File: src/rtl/sci_bcd_decoder_pkg.sv
// Shared constants and types for the XXEY scientific-notation decoder.
// The BCD digit codes and SCI_MAX_EXP are also used by the display encoder.
package sci_bcd_decoder_pkg;

  localparam logic [3:0] BCD_0       = 4'd0;
  localparam logic [3:0] BCD_9       = 4'd9;
  localparam logic [3:0] BCD_10      = 4'hA;
  localparam logic [3:0] BCD_E       = 4'hE;
  localparam logic [3:0] SCI_MAX_EXP = 4'd9;

  typedef enum logic [1:0] {
    ST_IDLE,
    ST_LOAD,
    ST_MUL,
    ST_DONE
  } dec_state_t;

  function automatic logic is_bcd(input logic [3:0] d);
    return (d >= BCD_0) && (d < BCD_10);
  endfunction

endpackage

File: src/rtl/sci_bcd_decoder_if.sv
// Digit-request / result bundle between an XXEY digit source and the decoder.
interface sci_bcd_decoder_if #(
  parameter int unsigned OUT_W = 37
);
  logic             start;
  logic [3:0]       dig_tens;
  logic [3:0]       dig_ones;
  logic [3:0]       dig_e;
  logic [3:0]       dig_exp;
  logic             busy;
  logic             done;
  logic [OUT_W-1:0] value;
  logic             err;
  logic             ovf;

  modport master (
    output start, dig_tens, dig_ones, dig_e, dig_exp,
    input  busy, done, value, err, ovf
  );

  modport slave (
    input  start, dig_tens, dig_ones, dig_e, dig_exp,
    output busy, done, value, err, ovf
  );
endinterface

File: src/rtl/sci_bcd_decoder_mul10_step.sv
// Combinational x10 step: (in<<3)+(in<<1) evaluated 4 bits wider than OUT_W.
// carry_out flags any nonzero bit above the OUT_W-bit result.
module mul10_step #(
  parameter int unsigned OUT_W = 37
) (
  input  logic [OUT_W-1:0] in,
  output logic [OUT_W-1:0] out,
  output logic             carry_out
);
  logic [OUT_W+3:0] wide;

  always_comb begin
    wide      = ({4'b0000, in} << 3) + ({4'b0000, in} << 1);
    out       = wide[OUT_W-1:0];
    carry_out = |wide[OUT_W+3:OUT_W];
  end
endmodule

File: src/rtl/sci_bcd_decoder.sv
// Rebuilds the binary count from an XXEY display word: (tens*10+ones)*10^exp,
// applying one x10 step per clock.
module sci_bcd_decoder
  import sci_bcd_decoder_pkg::*;
#(
  parameter int unsigned OUT_W = 37
) (
  input logic               clk,
  input logic               rst,
  sci_bcd_decoder_if.slave  bus
);
  dec_state_t       state;
  logic [3:0]       tens_q, ones_q, e_q, exp_q;
  logic [3:0]       cnt;
  logic [OUT_W-1:0] acc;
  logic [OUT_W-1:0] step_out;
  logic             step_carry;
  logic             err_q, ovf_q;
  logic [6:0]       mant;
  logic             digits_ok;

  mul10_step #(.OUT_W(OUT_W)) u_mul10 (
    .in        (acc),
    .out       (step_out),
    .carry_out (step_carry)
  );

  always_comb begin
    mant      = 7'({tens_q, 3'b000}) + 7'({tens_q, 1'b0}) + 7'(ones_q);
    digits_ok = is_bcd(tens_q) && is_bcd(ones_q) && (e_q == BCD_E) && (exp_q <= SCI_MAX_EXP);
  end

  // err/ovf accumulate in err_q/ovf_q and are published only at DONE, so the
  // visible outputs stay stable between done pulses.
  always_ff @(posedge clk) begin
    if (rst) begin
      state    <= ST_IDLE;
      bus.busy <= 1'b0;
      bus.done <= 1'b0;
      bus.value <= '0;
      bus.err  <= 1'b0;
      bus.ovf  <= 1'b0;
      tens_q   <= '0;
      ones_q   <= '0;
      e_q      <= '0;
      exp_q    <= '0;
      cnt      <= '0;
      acc      <= '0;
      err_q    <= 1'b0;
      ovf_q    <= 1'b0;
    end else begin
      bus.done <= 1'b0;
      unique case (state)
        ST_IDLE: begin
          if (bus.start) begin
            tens_q   <= bus.dig_tens;
            ones_q   <= bus.dig_ones;
            e_q      <= bus.dig_e;
            exp_q    <= bus.dig_exp;
            err_q    <= 1'b0;
            ovf_q    <= 1'b0;
            bus.busy <= 1'b1;
            state    <= ST_LOAD;
          end
        end
        ST_LOAD: begin
          if (!digits_ok) begin
            acc   <= '0;
            err_q <= 1'b1;
            state <= ST_DONE;
          end else begin
            acc   <= OUT_W'(mant);
            cnt   <= exp_q;
            state <= (exp_q == 4'd0) ? ST_DONE : ST_MUL;
          end
        end
        ST_MUL: begin
          acc <= step_out;
          cnt <= cnt - 4'd1;
          if (step_carry) ovf_q <= 1'b1;
          if (cnt == 4'd1) state <= ST_DONE;
        end
        ST_DONE: begin
          bus.done  <= 1'b1;
          bus.busy  <= 1'b0;
          bus.value <= acc;
          bus.err   <= err_q;
          bus.ovf   <= ovf_q;
          state     <= ST_IDLE;
        end
        default: state <= ST_IDLE;
      endcase
    end
  end
endmodule

File: src/flat_wrapper.sv
// flat-port wrapper written by rule: the top's interface ports become plain ports
module sci_bcd_decoder_flat import sci_bcd_decoder_pkg::*;
#(
  parameter int unsigned OUT_W = 37
)
  (clk, rst, bus_start, bus_dig_tens, bus_dig_ones, bus_dig_e, bus_dig_exp, bus_busy, bus_done, bus_value, bus_err, bus_ovf);
  sci_bcd_decoder_if #(.OUT_W(OUT_W)) bus_i ();
  input logic clk;
  input logic rst;
  input wire logic [$bits(bus_i.start)-1:0] bus_start;
  input wire logic [$bits(bus_i.dig_tens)-1:0] bus_dig_tens;
  input wire logic [$bits(bus_i.dig_ones)-1:0] bus_dig_ones;
  input wire logic [$bits(bus_i.dig_e)-1:0] bus_dig_e;
  input wire logic [$bits(bus_i.dig_exp)-1:0] bus_dig_exp;
  output wire logic [$bits(bus_i.busy)-1:0] bus_busy;
  output wire logic [$bits(bus_i.done)-1:0] bus_done;
  output wire logic [$bits(bus_i.value)-1:0] bus_value;
  output wire logic [$bits(bus_i.err)-1:0] bus_err;
  output wire logic [$bits(bus_i.ovf)-1:0] bus_ovf;
  assign bus_i.start = bus_start;
  assign bus_i.dig_tens = bus_dig_tens;
  assign bus_i.dig_ones = bus_dig_ones;
  assign bus_i.dig_e = bus_dig_e;
  assign bus_i.dig_exp = bus_dig_exp;
  assign bus_busy = bus_i.busy;
  assign bus_done = bus_i.done;
  assign bus_value = bus_i.value;
  assign bus_err = bus_i.err;
  assign bus_ovf = bus_i.ovf;
  sci_bcd_decoder #(.OUT_W(OUT_W)) u_core (.clk(clk), .rst(rst), .bus(bus_i));
endmodule
File: config.mk
export PLATFORM = sky130hd
export DESIGN_NAME = sci_bcd_decoder_flat
export DESIGN_NICKNAME = d
export VERILOG_FILES = /design/src/rtl/sci_bcd_decoder_pkg.sv /design/src/rtl/sci_bcd_decoder_if.sv /design/src/rtl/sci_bcd_decoder_mul10_step.sv /design/src/rtl/sci_bcd_decoder.sv /design/src/flat_wrapper.sv
export SDC_FILE = /design/constraint.sdc
export NUM_CORES = 1
export LEC_CHECK = 0
export BUFFER_PORTS_ARGS = -buffer_cell sky130_fd_sc_hd__buf_4
export CAP_MARGIN = 30
export CORE_MARGIN = 2
export CORE_UTILIZATION = 64
export DETAILED_ROUTE_END_ITERATION = 10
export GPL_TIMING_DRIVEN = 1
export PLACE_DENSITY = 0.92
export SLEW_MARGIN = 10
export SYNTH_ARGS = -nofsm -noshare
export SYNTH_HDL_FRONTEND = slang
export SYNTH_SLANG_ARGS = --single-unit
File: constraint.sdc
create_clock -name clk -period 4.2 [get_ports clk]
set_input_delay 0.84 -clock clk [delete_from_list [all_inputs] [get_ports clk]]
set_output_delay 0.84 -clock clk [all_outputs]
set_load 0.05 [all_outputs]
==> After elaboration in Yosys (flattened, before gate mapping) <==
Cells that the tools add are included.
{ "totals": {"reg_bits": 102, "latch_bits": 0, "ramBits": 0, "mem_bits_ro": 0, "in_bits": 19, "out_inout_bits": 41, "memories": 0} }
{ "classes": {"addsub": 4, "multipliers": 0, "div": 0, "magnitude_cmp": 5, "eq_ne": 10, "shift": 0, "mux": 17, "n_bitwise": 0, "n_reduce_logical": 18} }
{ "op_table": {"columns": ["operator", "n"], "rows": [
  ["$pmux W37 S2", 1],
  ["$add A40 B38 Y41", 1],
  ["$ge A4 B1 Y1 const B", 2],
  ["$lt A4 B4 Y1 const B", 2],
  ["$pmux W2 S4", 1],
  ["$pmux W4 S2", 1],
  ["$reduce_and A2 Y1", 4],
  ["$reduce_bool A2 Y1", 4],
  ["$add A7 B4 Y7", 1],
  ["$add A7 B5 Y7", 1],
  ["$mux W7", 1],
  ["$mux W1", 6],
  ["$mux W2", 3],
  ["$ne A2 B1 Y1 const B", 3],
  ["$pmux W1 S2", 3],
  ["$reduce_and A3 Y1", 2],
  ["$logic_and A1 B1 Y1", 5],
  ["$eq A2 B2 Y1 const B", 2],
  ["$eq A4 B1 Y1 const B", 1],
  ["$eq A4 B4 Y1 const B", 1],
  ["$le A4 B4 Y1 const B", 1],
  ["$logic_not A4 Y1", 1],
  ["$mux W4", 1],
  ["$ne A2 B2 Y1 const B", 2],
  ["4 further kinds", 4]
]} }

==> Longest topological paths before layout <==
Gate-level depths: netlist (run 1).
{ "depth": {"ltp_word": 7, "mapped_depth": 11, "mapped_depth_nobuf": 11} }

==> By module <==
Synthesis (run 1) repeated with hierarchy kept, for this count alone.
{ "unflattened": {"hier_cells": 760, "area_unflattened_um2": 6236.0} }
{ "by_module_without_submodules": {"columns": ["mod", "n_inst", "cells_each", "area_each_um2"], "rows": [
  ["sci_bcd_decoder", 1, 472, 4212.8],
  ["mul10_step", 1, 288, 2023.2]
]} }

==> Worst setup path before layout (run 1) <==
No wires, ideal clock.
{ "synth_timing": {"kind": "flip-flop to flip-flop", "start": "register u_core.acc[0]", "end": "register u_core.ovf_q", "arrival_time_ns": 2.523, "required_ns": 4.075, "path_slack_ns": 1.553, "stages_incl_launch_ff": 12, "path_buffers": 0, "path_cell_list": "dfxtp_1 ha_1 fa_1 a211oi_2 o21bai_2 o221ai_2 nand2_1 and4_4 o41ai_4 mux2i_1 o2111a_1 a31oi_1"} }
{ "synth_via": {"elab_chain_len": 4} }
{ "synth_rtl": {"columns": ["item", "line", "text"], "rows": [
  ["start, declared", "sci_bcd_decoder.sv:15", "logic [OUT_W-1:0] acc;"],
  ["start signal, assigned", "sci_bcd_decoder.sv:72", "acc <= OUT_W'(mant);"],
  ["start signal, assigned", "sci_bcd_decoder.sv:78", "acc <= step_out;"],
  ["$add A40 B38 Y41", "sci_bcd_decoder_mul10_step.sv:13", "wide = ({4'b0000, in} << 3) + ({4'b0000, in} << 1);"],
  ["$reduce_or A4 Y1", "sci_bcd_decoder_mul10_step.sv:15", "carry_out = |wide[OUT_W+3:OUT_W];"],
  ["$ne A2 B1 Y1 (no line)", null, null],
  ["$reduce_and A3 Y1 (no line)", null, null],
  ["end signal, assigned", "sci_bcd_decoder.sv:50", "ovf_q <= 1'b0;"],
  ["end signal, assigned", "sci_bcd_decoder.sv:61", "ovf_q <= 1'b0;"],
  ["end signal, assigned", "sci_bcd_decoder.sv:80", "if (step_carry) ovf_q <= 1'b1;"],
  ["end, declared", "sci_bcd_decoder.sv:18", "logic err_q, ovf_q;"]
]} }
No other way between the ends.
A chain may end at the register's enable or synchronous reset.

==> Worst setup path in the final report (run 1) <==
Same ends and word-level chain as after synthesis.

==> results of run 1 <==
[worst max-delay path, cell delays in order, from the launching register on]
cell	delay [ns]
dfxtp_1	0.37
ha_1	0.26
fa_1	0.47
a211oi_2	0.31
o21bai_2	0.15
o221ai_2	0.19
nand2_1	0.07
and4_4	0.19
o41ai_4	0.35
mux2i_1	0.25
o2111a_1	0.21
a31oi_1	0.08
[power groups by stage]
stage                     sequential [mW]  combinational (mW)  clock (mW)
final                                1.13               0.876       0.620
after global routing                 1.14               0.949       0.665
after CTS                            1.13               0.832       0.626
after detailed placement             1.15               0.821           0
after global placement               1.14               0.777           0
after floorplan                      1.15               0.622           0
[synthesized netlist by cell type, types with 5 or more instances]
master / number / area (um^2)
a22oi_1: 21 / 158
nand2_1: 66 / 248
dfxtp_1: 102 / 2040
nor3_1: 9 / 45.0
nand4_1: 5 / 31.3
nor2b_1: 6 / 37.5
nand3_1: 10 / 50.1
inv_1: 19 / 71.3
clkbuf_1: 26 / 97.6
a211oi_1: 7 / 52.6
and2_1: 7 / 43.8
a22o_1: 5 / 43.8
a21oi_1: 63 / 315
mux2i_1: 41 / 410
o21ai_1: 7 / 35.0
xor2_1: 14 / 123
xnor2_1: 19 / 166
nand2b_1: 5 / 31.3
o21ai_0: 16 / 80.1
a221oi_1: 5 / 43.8
a21o_1: 20 / 150
nor2_1: 97 / 364
ha_1: 48 / 601
[stage by stage]
step           cell area (um^2)  total power [mW]  std cells  hold WS, ns  utilization
3_5_place_dp               6360              1.97        820        0.446        0.722
5_1_grt                    6570              2.76        837        0.492        0.746
3_3_place_gp               6360              1.92        820        0.438        0.722
6_report                   6570              2.63        837        0.459        0.746
2_1_floorplan              5880              1.77        683        0.432            -
4_1_cts                    6550              2.59        836        0.462        0.744
[routing by layer]
layer | wire (um) | track usage | share of wire | up-vias
li1 | - | - | - | 2534
met1 | 5700 | 0.340 | 0.42 | 2475
met2 | 6750 | 0.496 | 0.49 | 249
met3 | 862 | 0.0432 | 0.063 | 40
met4 | 331 | 0.117 | 0.024 | 0
met5 | 0 | 0 | 0 | -
[kinds of logic (layout without fill, tap and decap cells)]
group	after synthesis	in the layout	share of synthesized area
and+or+nand+nor	217	217	0.160
AOI/OAI and AO/OA	188	188	0.229
DFF	102	102	0.347
adders and majority gates	51	51	0.112
buffers and inverters	51	97	0.0330
muxes	41	41	0.0698
xor gates and xnor gates	33	33	0.0491
[worst paths after layout]
kind	to	cells after the start	startpoint	slack, ns
hold reg to reg	u_core.e_q[2]	2	u_core.e_q[2]	0.46
setup / recovery	u_core.ovf_q	11	u_core.acc[0]	1.19
hold / removal	u_core.e_q[2]	2	u_core.e_q[2]	0.46
setup reg to reg	u_core.ovf_q	11	u_core.acc[0]	1.19
[state kept, by name, indices dropped and copies added (netlist names)]
| signal | count |
|---|---|
| u_core.acc | 37 |
| u_core.err_q | 1 |
| u_core.exp_q | 4 |
| u_core.state | 2 |
| u_core.tens_q | 4 |
| u_core.bus.ovf | 1 |
| u_core.cnt | 4 |
| u_core.bus.busy | 1 |
| u_core.bus.value | 37 |
| u_core.ones_q | 4 |
| u_core.bus.err | 1 |
| u_core.bus.done | 1 |
| u_core.ovf_q | 1 |
| u_core.e_q | 4 |
[final cells by class]
| cell class | count | area (um^2) | area share |
|---|---|---|---|
| Clock inverter | 7 | 73.8 | 0.0112 |
| Sequential cell | 102 | 2040 | 0.311 |
| Inverter | 19 | 71.3 | 0.0109 |
| Clock buffer | 9 | 124 | 0.0189 |
| Multi-Input combinational cell | 530 | 3650 | 0.556 |
| Tap cell | 108 | 135 | 0.0206 |
| Timing Repair Buffer | 62 | 473 | 0.0720 |
==> key figures, run 1 <==
Yosys
  – Synth cell types: 62
  – Gate Count Post-Synth: 683
  – Syn nets: 753
  – Synthesized area per cell: roughly 8.6 um^2
  – Number of synthesized flops with an enable pin: 0
  – Post-synthesis sequential area ratio: 0.347
  – Share of synthesized registers carrying an async set or reset: 0
  – Mapped Area: 5880 um^2
  – Synthesis Warnings: 0
  – Flops & latches, synth: 102
  – Predominant post-synthesis flop cell: dfxtp_1

Cells and area
  – Most common cell after layout, fill and taps aside: dfxtp_1
  – Area Growth Syn to Fin: 11.7%
  – ANT cells: 0
  – Share of layout cells above drive strength 1: 0.136
  – Fillcell total: 604
  – Commonest non-fill, non-tap cells in the layout: dfxtp_1, nor2_1, nand2_1
  – Total Nets Final: ~790

GRT
  – First-pass GRT wire length: 23,200 um
  – Initial antenna violation count: 0
  – Gr ovfl total: 0
  – Vias in the first global route: 5,164
  – Largest net degree at the start of global routing: 70
  – GRT Overall Usage: 0.281

Power
  – Combinational power share: 0.333
  – PD cells: 400 nW/um^2
  – Clock network power share: 0.236
  – Sw power: 1.04 mW
  – Sequential Power Share: 0.430
  – Peak supply drop: 0.330 mV
  – Pint: 1.59 mW
  – Fraction of power spent switching nets: 0.395
  – Pleak: 2.87 nW

Floorplan
  – IO Pins: 60
  – Number of cell rows: 34
  – Die Area: 9980 um^2
  – Core Region: 8810 um^2
  – Chip width: 99.9 um
  – Starting Density: 0.668
  – Die height: 99.9 um

STA
  – Final period utilization: 0.718
  – Worst slew pin tran: 0.867 ns
  – Slew HR: 0.422
  – Final setup vio count: 0
  – Final Critical Period: between 3 and 4 ns
  – Setup TNS Final: 0 ns
  – Max Clk Rate: 332 MHz
  – Max-slew violations: 0
  – Final Hold Viols: 0
  – Unrepaired setup endpoints after global routing: no
  – Setup ws final: 1.19 ns
  – Worst clock skew: 0.0155 ns

Critical path
  – Crit path capture type: flop
  – CP required: 4.47 ns
  – Type of the worst setup path: reg -> reg
  – Max FO, Critical Path: 4
  – Worst setup SP type: flop
  – CP arrival: 3.29 ns

Routing
  – DR vias: 5,298
  – Post-DRT Antenna Nets: 0
  – Initial DRC count: between 200 and 300
  – DRC: 0
  – Post-Route WL: 13,600 um
  – Vias per inst: 6.33
  – DR WL/cell: 16.3 um
  – TritonRoute pass-1 iters: 6

Placement
  – Placer Congestion: between 0.9 and 1
  – IO buf count: 59
  – Pre-CTS setup slack: 1.31 ns
  – Dpl hpwl: 9900 um

Clocking
  – Setup bufs post-CTS: 0
  – CTS resizes: 0
  – Clock sinks: 102
  – Root Driver: clkbuf_8
  – CTS tree: done
  – Clock buffer count from CTS: 9
  – # H-tree levels: 3
  – Worst-path clk slew: 0.12 ns
  – Longest Clk Path Bufs: 2
  – Clock Latency Late Sink: about 0.39 ns
  – Hold buffer count at cts: 0

Run status
  – Status: completed

Hold path
  – Tightest Hold Check Type: reg -> reg

Run
  – Max-Cap Viols: 0
Note: power is estimated with default switching activity, not from simulation.
==> run 2, diff against run 1 <==
CORE_UTILIZATION = 54   (was 64)
PLACE_DENSITY = 0.83   (was 0.92)
clock period = 2.5 ns   (was 4.2 ns; I/O delays follow)
==> run 2 against run 1 <==
Flip-flop and latch count unchanged. Worst setup slack worse by 1.4 ns. Die area up 18%. The run now ends with negative setup slack left.
==> key figures, run 2 (synthesis gave the netlist of run 1 again) <==
Run status
  – Status: finished, violations left
  – Failing checks: negative setup slack

Placement
  – Placed cells: 894 (+9.0%)
  – Dpl hpwl: 10,600 um (+6.6%)
  – IO buf count: 59 (unchanged)
  – Placer Congestion: 0.912 (-7.2%)

GRT
  – Initial antenna violation count: 0 (unchanged)
  – Largest net degree at the start of global routing: 47 (-33%)
  – Gr ovfl total: 0 (unchanged)
  – Vias in the first global route: 5,240 (+1.5%)
  – GRT Overall Usage: 0.253 (-0.0281)
  – First-pass GRT wire length: 24,000 um (+3.6%)

Cells and area
  – Multi-input logic area: 4030 um^2 (+10%)
  – ANT cells: 0 (unchanged)
  – Total Nets Final: 847 (+6.7%)
  – Sequential cell area: 2060 um^2 (+0.74%)
  – Area Growth Syn to Fin: 27.0%
  – Fillcell total: 784 (+30%)
  – Share of layout cells above drive strength 1: 0.262 (+0.126)
  – Fin cells: 922 (+10%)
  – Top Registers: u_core.acc x37, u_core.bus.value x37
  – Commonest non-fill, non-tap cells in the layout: buf_4, nor2_1, dfxtp_1
  – Most common cell after layout, fill and taps aside: buf_4

STA
  – Worst hold slack: 0.369 ns (-0.0895 ns)
  – Setup ws final: -0.254 ns (-1.44 ns)
  – Max-slew violations: 0 (unchanged)
  – Final Critical Period: 2.75 ns (-0.260 ns)
  – Setup TNS Final: -1.35 ns (-1.35 ns)
  – Final setup vio count: 11 (+11)
  – Worst clock skew: 0.0117 ns (-0.00383 ns)
  – Max Clk Rate: 363 MHz (+9.4%)
  – Slew HR: 0.575 (+0.153)
  – Final period utilization: 1.10 (+0.384)
  – Unrepaired setup endpoints after global routing: yes
  – Final Hold Viols: 0 (unchanged)
  – Worst slew pin tran: 0.635 ns (-0.232 ns)

Critical path
  – CP arrival: 3.02 ns (-0.27 ns)
  – Flop2flop setup slack: -0.25 ns (-1.44 ns)
  – Critical path's slowest cell: fa_2
  – Crit path capture type: flop
  – RR Endpoint: u_core.acc[21]
  – Top delay family on crit path: compound AO/OA/AOI/OAI gates
  – FF-to-FF Start: u_core.acc[0]
  – Worst setup SP type: flop
  – Cell chain of the critical path: ha_4 > fa_2 > a211oi_4 > o21bai_4 > o22a_4 > a311oi_4 > buf_4 > nand2_4 > a21o_1 > a21oi_2 > xnor2_1 > a32o_1
  – Type of the worst setup path: reg -> reg
  – Max FO, Critical Path: 3 (-1)
  – Worst Path Buf+Inv: 1 (+1)
  – CP required: 2.77 ns (-1.70 ns)
  – CP max stage delay: 0.41 ns (-0.06 ns)
  – Reg2Reg Depth: 12 (+1)

Routing
  – Vias per inst: 6.06 (-4.2%)
  – TritonRoute pass-1 iters: 5 (-1)
  – Post-DRT Antenna Nets: 0 (unchanged)
  – Post-Route WL: 16,200 um (+18%)
  – Initial DRC count: 393 (+37%)
  – DR vias: 5,588 (+5.5%)
  – DRC: 0 (unchanged)
  – DR WL/cell: 17.5 um (+7.5%)

Power
  – Peak supply drop: 0.364 mV (+10%)
  – Overall Power: 5.01 mW (+91%)
  – Pleak: 3.20 nW (+12%)
  – PD cells: 670 nW/um^2 (+68%)

Floorplan
  – IO Pins: 60 (unchanged)
  – Die Area: 11,700 um^2 (+18%)
  – Chip width: 108 um (+8.5%)
  – Die height: 108 um (+8.5%)
  – Starting Density: 0.548 (-0.121)
  – Number of cell rows: 38 (+12%)
  – Core Region: 10,700 um^2 (+22%)

Clocking
  – Worst-path clk slew: 0.10 ns (-0.02 ns)
  – Hold buffer count at cts: 0 (unchanged)
  – Root Driver: clkbuf_8
  – Clock buffer count from CTS: 9 (unchanged)
  – Clock Latency Late Sink: 0.37 ns (-0.02 ns)
  – # H-tree levels: 3 (unchanged)
  – CTS tree: done
  – Longest Clk Path Bufs: 2 (unchanged)
  – Clock sinks: 102 (unchanged)

Hold path
  – Min-Delay Path Depth: 3 (+1)
  – Hold Startpoint: bus_dig_ones[2]
  – Tightest Hold Check Type: in -> reg
  – Hold path endpoint: u_core.ones_q[2]

Run
  – Max-Cap Viols: 0 (unchanged)
==> run 2: metal layers <==
metal | global-route usage | wire length, um | up-vias | part of all wire
met5 | 0 | 0 | - | 0
met4 | 0.0907 | 532 | 0 | 0.033
met3 | 0.0392 | 941 | 54 | 0.058
met2 | 0.443 | 8040 | 258 | 0.50
met1 | 0.313 | 6640 | 2644 | 0.41
li1 | - | - | 2632 | -
==> run 2: area by class of cell <==
type	instances	share of cell area
multi-input cells	530	0.539
flip-flops and latches	102	0.275
repair buffers	115	0.117
well taps	140	0.0234
clock buffers	10	0.0184
clock inverters	6	0.0177
inverters	19	0.00954
==> run 2: power breakdown <==
group          leakage, nW  total, mW  internal, mW  switching (mW)
combinational         2.24       1.73         0.672            1.06
sequential           0.831       1.91          1.76           0.151
clock                0.132       1.37         0.792           0.578
==> run 2: worst max-delay path by stage <==
stage / from / end / slack (ns) / cells past startpoint
2_1_floorplan: u_core.acc[0] / u_core.acc[21] / -0.05 / 11
3_3_place_gp: u_core.acc[0] / u_core.acc[21] / -0.14 / 11
3_5_place_dp: u_core.acc[0] / u_core.acc[21] / -0.23 / 11
4_1_cts: u_core.acc[0] / u_core.ovf_q / -0.16 / 11
5_1_grt: u_core.acc[0] / u_core.acc[21] / -0.30 / 12
6_report: u_core.acc[0] / u_core.acc[21] / -0.25 / 12
==> run 2: metrics by stage <==
stage	util	worst slack, ns	instance area (um^2)
5_1_grt	0.696	-0.303	7470
4_1_cts	0.659	-0.164	7080
3_5_place_dp	0.626	-0.229	6730
2_1_floorplan	-	-0.0539	5900
6_report	0.696	-0.254	7470
3_3_place_gp	0.626	-0.137	6730
==> run 2: what timing repair did <==
item / 4_1_cts / 5_1_grt
endpoints found under the hold margin: 0 / 0
resized for setup: 12 / 60
buffers inserted: 4 / 8
setup endpoints to repair: 13 / 22
pin swaps: 12 / 35
==> run 2: worst register-to-register path, cell delays in order (launching register included) <==
cell	delay [ns]
dfxtp_2	0.35
ha_4	0.16
fa_2	0.41
a211oi_4	0.29
o21bai_4	0.12
o22a_4	0.28
a311oi_4	0.22
buf_4	0.17
nand2_4	0.05
a21o_1	0.16
a21oi_2	0.14
xnor2_1	0.09
a32o_1	0.21
